File: src/rtl/mmio_store_ctrl_pkg.sv
// Shared IO map for the MMIO window (0x8000_0000..0x8000_0020) and the TX FSM encoding.
// The IO read mux imports the same package so both sides agree on addresses.
package mmio_store_ctrl_pkg;

  localparam logic [31:0] IO_UART_CTRL_ADDR = 32'h8000_0000;
  localparam logic [31:0] IO_RX_ADDR        = 32'h8000_0004;
  localparam logic [31:0] IO_TX_ADDR        = 32'h8000_0008;
  localparam logic [31:0] IO_CYC_ADDR       = 32'h8000_0010;
  localparam logic [31:0] IO_INSTR_ADDR     = 32'h8000_0014;
  localparam logic [31:0] IO_CRST_ADDR      = 32'h8000_0018;
  localparam logic [31:0] IO_BR_ADDR        = 32'h8000_001C;
  localparam logic [31:0] IO_BR_CORRECT_ADDR = 32'h8000_0020;

  typedef enum logic {
    TxIdle = 1'b0,
    TxSend = 1'b1
  } tx_state_e;

  function automatic logic is_io_addr(input logic [31:0] addr);
    return addr[31:30] == 2'b10;
  endfunction

endpackage

File: src/rtl/mmio_store_ctrl_perf_counter.sv
// Free-running performance counter with synchronous clear; clear wins over increment.
module mmio_store_ctrl_perf_counter #(
  parameter int unsigned CNT_W = 32
) (
  input  logic             i_clk,
  input  logic             i_rst,
  input  logic             i_clr,
  input  logic             i_inc,
  output logic [CNT_W-1:0] o_count
);

  logic [CNT_W-1:0] r_count;

  always_ff @(posedge i_clk or posedge i_rst) begin
    if (i_rst) begin
      r_count <= '0;
    end else if (i_clr) begin
      r_count <= '0;
    end else if (i_inc) begin
      r_count <= r_count + 1'b1;
    end
  end

  assign o_count = r_count;

endmodule

File: src/rtl/mmio_store_ctrl.sv
// Store side of the MMIO window: UART TX valid/ready handshake, RX read ack, perf counters.
// Define BR_COUNTERS_EN to add the retired-branch and correct-branch counters.
module mmio_store_ctrl
  import mmio_store_ctrl_pkg::*;
#(
  parameter int unsigned CNT_W     = 32,
  parameter logic [31:0] TX_ADDR   = IO_TX_ADDR,
  parameter logic [31:0] RX_ADDR   = IO_RX_ADDR,
  parameter logic [31:0] CRST_ADDR = IO_CRST_ADDR
) (
  input  logic             i_clk,
  input  logic             i_rst,
  input  logic             i_st_en,
  input  logic             i_ld_en,
  input  logic [31:0]      i_addr,
  input  logic [31:0]      i_wdata,
  input  logic             i_instr_retire,
  input  logic             i_br_retire,
  input  logic             i_br_correct,
  input  logic             i_uart_tx_ready,
  output logic [7:0]       o_uart_tx_data_in,
  output logic             o_uart_tx_data_in_valid,
  output logic             o_uart_rx_data_out_ready,
  output logic             o_io_stall,
  output logic [CNT_W-1:0] o_cyc_counter,
  output logic [CNT_W-1:0] o_instr_counter,
  output logic [CNT_W-1:0] o_br_instr_counter,
  output logic [CNT_W-1:0] o_correct_br_counter
);

  tx_state_e  r_state, w_state_d;
  logic [7:0] r_tx_data, w_tx_data_d;
  logic       w_io_hit, w_tx_st, w_cnt_clr;
  logic       w_unused_wdata;

  assign w_io_hit  = is_io_addr(i_addr);
  assign w_tx_st   = i_st_en && w_io_hit && (i_addr == TX_ADDR);
  assign w_cnt_clr = i_st_en && w_io_hit && (i_addr == CRST_ADDR);

  // Only the low byte of a TX store is transmitted.
  assign w_unused_wdata = ^i_wdata[31:8];

  always_ff @(posedge i_clk or posedge i_rst) begin
    if (i_rst) begin
      r_state   <= TxIdle;
      r_tx_data <= 8'h00;
    end else begin
      r_state   <= w_state_d;
      r_tx_data <= w_tx_data_d;
    end
  end

  always_comb begin
    w_state_d   = r_state;
    w_tx_data_d = r_tx_data;
    case (r_state)
      TxIdle: begin
        if (w_tx_st) begin
          w_state_d   = TxSend;
          w_tx_data_d = i_wdata[7:0];
        end
      end
      TxSend: begin
        if (i_uart_tx_ready) begin
          w_state_d = TxIdle;
        end
      end
      default: w_state_d = TxIdle;
    endcase
  end

  assign o_uart_tx_data_in        = r_tx_data;
  assign o_uart_tx_data_in_valid  = (r_state == TxSend);
  // Stall covers the fire cycle too: a new byte is only taken once back in idle.
  assign o_io_stall               = w_tx_st && (r_state == TxSend);
  assign o_uart_rx_data_out_ready = i_ld_en && w_io_hit && (i_addr == RX_ADDR);

  mmio_store_ctrl_perf_counter #(.CNT_W(CNT_W)) u_cyc_cnt (
    .i_clk   (i_clk),
    .i_rst   (i_rst),
    .i_clr   (w_cnt_clr),
    .i_inc   (1'b1),
    .o_count (o_cyc_counter)
  );

  mmio_store_ctrl_perf_counter #(.CNT_W(CNT_W)) u_instr_cnt (
    .i_clk   (i_clk),
    .i_rst   (i_rst),
    .i_clr   (w_cnt_clr),
    .i_inc   (i_instr_retire),
    .o_count (o_instr_counter)
  );

`ifdef BR_COUNTERS_EN
  mmio_store_ctrl_perf_counter #(.CNT_W(CNT_W)) u_br_cnt (
    .i_clk   (i_clk),
    .i_rst   (i_rst),
    .i_clr   (w_cnt_clr),
    .i_inc   (i_br_retire),
    .o_count (o_br_instr_counter)
  );

  mmio_store_ctrl_perf_counter #(.CNT_W(CNT_W)) u_br_correct_cnt (
    .i_clk   (i_clk),
    .i_rst   (i_rst),
    .i_clr   (w_cnt_clr),
    .i_inc   (i_br_retire && i_br_correct),
    .o_count (o_correct_br_counter)
  );
`else
  logic w_unused_br;
  assign w_unused_br          = i_br_retire ^ i_br_correct;
  assign o_br_instr_counter   = '0;
  assign o_correct_br_counter = '0;
`endif

  // Stage 3 never issues a load and a store in the same cycle.
  assert property (@(posedge i_clk) disable iff (i_rst) !(i_st_en && i_ld_en));

endmodule

File: config.mk
export PLATFORM = sky130hd
export DESIGN_NAME = mmio_store_ctrl
export DESIGN_NICKNAME = d
export VERILOG_FILES = /design/src/rtl/mmio_store_ctrl_pkg.sv /design/src/rtl/mmio_store_ctrl_perf_counter.sv /design/src/rtl/mmio_store_ctrl.sv
export SDC_FILE = /design/constraint.sdc
export NUM_CORES = 1
export LEC_CHECK = 0
export BUFFER_PORTS_ARGS = -buffer_cell sky130_fd_sc_hd__buf_2
export CORE_ASPECT_RATIO = 2
export CORE_MARGIN = 3
export CORE_UTILIZATION = 47
export CTS_BUF_LIST = sky130_fd_sc_hd__clkbuf_4 sky130_fd_sc_hd__clkbuf_8
export DETAILED_ROUTE_END_ITERATION = 7
export PLACE_DENSITY_LB_ADDON = 0.2
export SKIP_LAST_GASP = 1
export SLEW_MARGIN = 15
export SYNTH_ARGS = -nofsm -noshare
export SYNTH_HDL_FRONTEND = slang
export SYNTH_SLANG_ARGS = --single-unit
File: constraint.sdc
create_clock -name i_clk -period 2.9 [get_ports i_clk]
set_clock_uncertainty 0.05 [all_clocks]
set_input_delay 0 -clock i_clk [delete_from_list [all_inputs] [get_ports i_clk]]
set_output_delay 0 -clock i_clk [all_outputs]
set_load 0.01 [all_outputs]
==> key figures <==
Outcome
  – Result of the run: finished, final reports clean

Synth
  – Number of unique standard cell types used by synthesis: 38
  – Register bit total from synthesis: 73
  – Syn Area/Cell: between 9 and 10 um^2
  – Area of the mapped netlist: 4220 um^2
  – Share of flip-flops with an asynchronous set or reset after synthesis: 1.00
  – Main flop type after synthesis: sky130_fd_sc_hd__dfrtp_1
  – Part of the Yosys area used for sequential elements: 0.432
  – Yosys warning total: 0
  – Count of flip-flops with a built-in enable after synthesis: 0
  – Library cell with the largest summed area after synthesis: sky130_fd_sc_hd__dfrtp_1
  – Fraction of synthesized cell area taken by the top area cell type: 0.432
  – Cells after synthesis: about 460
  – Synth area leaders: sky130_fd_sc_hd__dfrtp_1, sky130_fd_sc_hd__buf_4, sky130_fd_sc_hd__a21oi_1

Finish
  – Post-route cell area: 4980 um^2
  – Net count of the finished layout: between 600 and 700
  – N_diodes: 0
  – Ratio of cells with drive above 1 in the final layout: 0.262
  – Area growth syn-to-layout: 17.9%
  – Final-layout fill cell count: 833

Timing
  – Slew @ Worst Pin: 0.814 ns
  – Fin crit share: 0.858
  – Fin Setup TNS: 0 ns
  – Time the final worst path needs with I/O delays and setup: 2.49 ns
  – Hold WS: 0.151 ns
  – Maximum clock rate: 0.402 GHz
  – Setup violation total in the final timing report: 0
  – Worst-case headroom to the max-slew limit: 0.452
  – RSZ-0062 raised after global routing: false
  – Fin. max-slew vios: 0
  – Count of endpoints failing hold in the final timing report: 0

Global routing
  – GR Overflow Total: 0
  – Largest net degree at the start of global routing: 60
  – Antenna violations before repair: 0
  – Number of global-route vias before repair: approximately 3.6k
  – Wire length of the first global-routing pass: about 17000 um
  – Total global-route track usage: 0.210

Setup path
  – Category of the critical setup timing path: reg -> reg
  – Critical path required time: roughly 3.1 ns
  – Type of element launching the critical path: flop
  – Critical path arrival: 2.71 ns
  – Largest fanout on the critical path: 19
  – Kind of capture point of the worst setup path: flop

Routing
  – Post-detailed-routing wire length: between 10000 and 15000 um
  – Post-DRT Antenna Nets: 0
  – DR DRC count: 0
  – Via-to-Cell Ratio: 5.44
  – Drt initial violations: roughly 230
  – Wire length per cell: 15.1 um
  – Vias: 3721
  – Iteration count of the initial detailed-routing pass: 4

Clock tree
  – Clock buffer count from CTS: 9
  – Post_cts resized: 0
  – Cell chosen for the clock root: sky130_fd_sc_hd__clkbuf_8
  – Maximum count of clock buffers along a single path: 2
  – Count of buffers added by post-CTS timing repair for setup: 0
  – Clock insertion delay at the later pin of the skew report: ~0.35 ns
  – TritonCTS clock tree: done
  – CTS H-tree depth: 3
  – Sink count of the clock tree: 73
  – Clock-pin slew on the worst setup and hold paths: 0.08 ns

Floorplanning
  – Ports placed on the boundary: 211
  – Horizontal die dimension: between 70 and 80 um
  – Area of the die: 10200 um^2
  – Number of core rows: 48
  – Starting density of the core: 0.485
  – DIE HEIGHT: 140 um
  – Std-Cell Core Area: 8710 um^2

Power and ir drop
  – Net switching power: 0.678 mW
  – Power per unit of standard cell area: around 460 nW/um^2
  – Cell Int Power: 1.59 mW
  – Share of power burned in combinational logic: 0.137
  – Relative contribution of the clock network to total power: 0.358
  – Sum of internal, switching and leakage power: roughly 2.3 mW
  – Switching share of total power: 0.299
  – Leakage power: 2.34 nW
  – Fraction of power consumed by sequential logic: 0.505
  – Worst supply voltage drop on vdd: 0.546 mV

Min path
  – Worst min path class: in -> reg

Placement
  – Count of input and output buffers: 120
  – Final RePlAce weighted congestion: 0.792
  – Placed standard-cell area: around 4700 um^2
  – Post-DP HPWL: 7580 um

Run
  – Count of max-cap constraint violations: 0
repair_timing:
action | in CTS | in global routing
hold buffers | 12 | 0
endpoints found under the setup margin | 0 | 0
hold endpoints to repair | 42 | 0
kinds of logic after synthesis:
group                    after synthesis  share of synthesized area
XOR/XNOR                              21                     0.0435
AO/OA/AOI/OAI                         81                      0.113
multiplexers                           9                     0.0237
flip-flops                            73                      0.432
other                                  1                   0.000888
buffers and inverters                 98                      0.147
adder cells (fa/ha/maj)                2                    0.00592
AND/OR/NAND/NOR                      170                      0.234
power by group through the flow:
stage / sequential [mW] / clock (mW) / combinational (mW)
floorplan: 1.17 / 0 / 0.222
global placement: 1.16 / 0 / 0.295
detailed placement: 1.16 / 0 / 0.302
CTS: 1.15 / 0.841 / 0.316
global route: 1.16 / 0.882 / 0.351
finish: 1.14 / 0.812 / 0.311
cell usage after synthesis, types with 9 or more instances:
cell and count:
sky130_fd_sc_hd__a21oi_1 36, sky130_fd_sc_hd__buf_4 65, sky130_fd_sc_hd__clkbuf_1 12, sky130_fd_sc_hd__dfrtp_1 73, sky130_fd_sc_hd__inv_1 13, sky130_fd_sc_hd__nand2_1 20
sky130_fd_sc_hd__nand3_1 21, sky130_fd_sc_hd__nand4_1 13, sky130_fd_sc_hd__nor2_1 29, sky130_fd_sc_hd__nor3_1 9, sky130_fd_sc_hd__nor4_1 15, sky130_fd_sc_hd__o21ai_0 18
sky130_fd_sc_hd__o31ai_1 17, sky130_fd_sc_hd__or3_1 19, sky130_fd_sc_hd__or4_1 23, sky130_fd_sc_hd__xnor2_1 13
metrics by stage:
step | std cells | worst slack, ns | utilization
floorplan | 518 | 0.741 | -
global placement | 656 | 0.470 | 0.535
detailed placement | 656 | 0.428 | 0.535
CTS | 684 | 0.404 | 0.572
global route | 684 | 0.214 | 0.572
finish | 684 | 0.413 | 0.572
placed cells by master (no fill, tap or decap), drive strengths merged:
cell type    netlist  layout
bufinv             0       1
or4               23      23
buf               73     123
o31a               2       2
nor2b              1       1
nand3b             1       1
inv               13      14
nor4b              1       1
o21ba              1       1
clkbuf            12       9
ha                 2       2
o31ai             17      17
conb               1      64
and4               8       8
a2bb2oi            1       1
mux2i              1       1
a31oi              4       4
nand3             21      21
nor3              10      10
or3               19      19
dlygate4sd3        0      12
clkinvlp           0       3
nor2              29      29
mux2               8       8
xor2               8       8
a21oi             36      36
a2111oi            1       1
and2               1       1
dfrtp             73      73
xnor2             13      13
a21o               1       1
nand4             15      15
and3               5       5
nor4              16      16
clkinv             0       2
o21ai             18      18
nand2             20      20
layer usage:
layer | vias to the layer above | track usage | wire length [um]
met5 | - | 0 | 0
met3 | 14 | 0.0330 | 484
li1 | 1771 | - | -
met1 | 1827 | 0.229 | 3680
met2 | 109 | 0.388 | 5980
met4 | 0 | 0.0837 | 173
worst max-delay path: stages (launching register included):
cell and delay [ns]:
sky130_fd_sc_hd__dfrtp_1 0.43, sky130_fd_sc_hd__ha_1 0.28, sky130_fd_sc_hd__nand2_1 0.09, sky130_fd_sc_hd__or4_1 0.81, sky130_fd_sc_hd__or4_1 0.60, sky130_fd_sc_hd__a21oi_1 0.15
state kept, by name (all words and copies together) (netlist names):
| name | cells |
|---|---|
| u_cyc_cnt.o_count | 32 |
| u_instr_cnt.o_count | 32 |
| o_uart_tx_data_in | 8 |
| o_uart_tx_data_in_valid | 1 |
final timing paths:
check / endpoint / from / cells past startpoint / slack [ns]
setup / recovery: u_cyc_cnt.o_count[24] / u_cyc_cnt.o_count[0] / 5 / 0.41
hold / removal: u_cyc_cnt.o_count[28] / i_st_en / 4 / 0.15
setup reg to reg: u_cyc_cnt.o_count[24] / u_cyc_cnt.o_count[0] / 5 / 0.41
hold reg to reg: o_uart_tx_data_in[6] / o_uart_tx_data_in[6] / 1 / 0.46
max in group asynchronous: u_instr_cnt.o_count[15] / i_rst / 4 / 1.88
min in group asynchronous: u_instr_cnt.o_count[17] / i_rst / 3 / 0.26
cell type report:
cell class	instances	area [um^2]	share of cell area
Timing Repair Buffer	135	756	0.152
Clock buffer	9	124	0.0249
Sequential cell	73	1830	0.367
Clock inverter	7	78.8	0.0158
Multi-Input combinational cell	347	2020	0.406
Tap cell	100	125	0.0251
Inverter	13	48.8	0.00980
(Power assumes the default switching activity.)
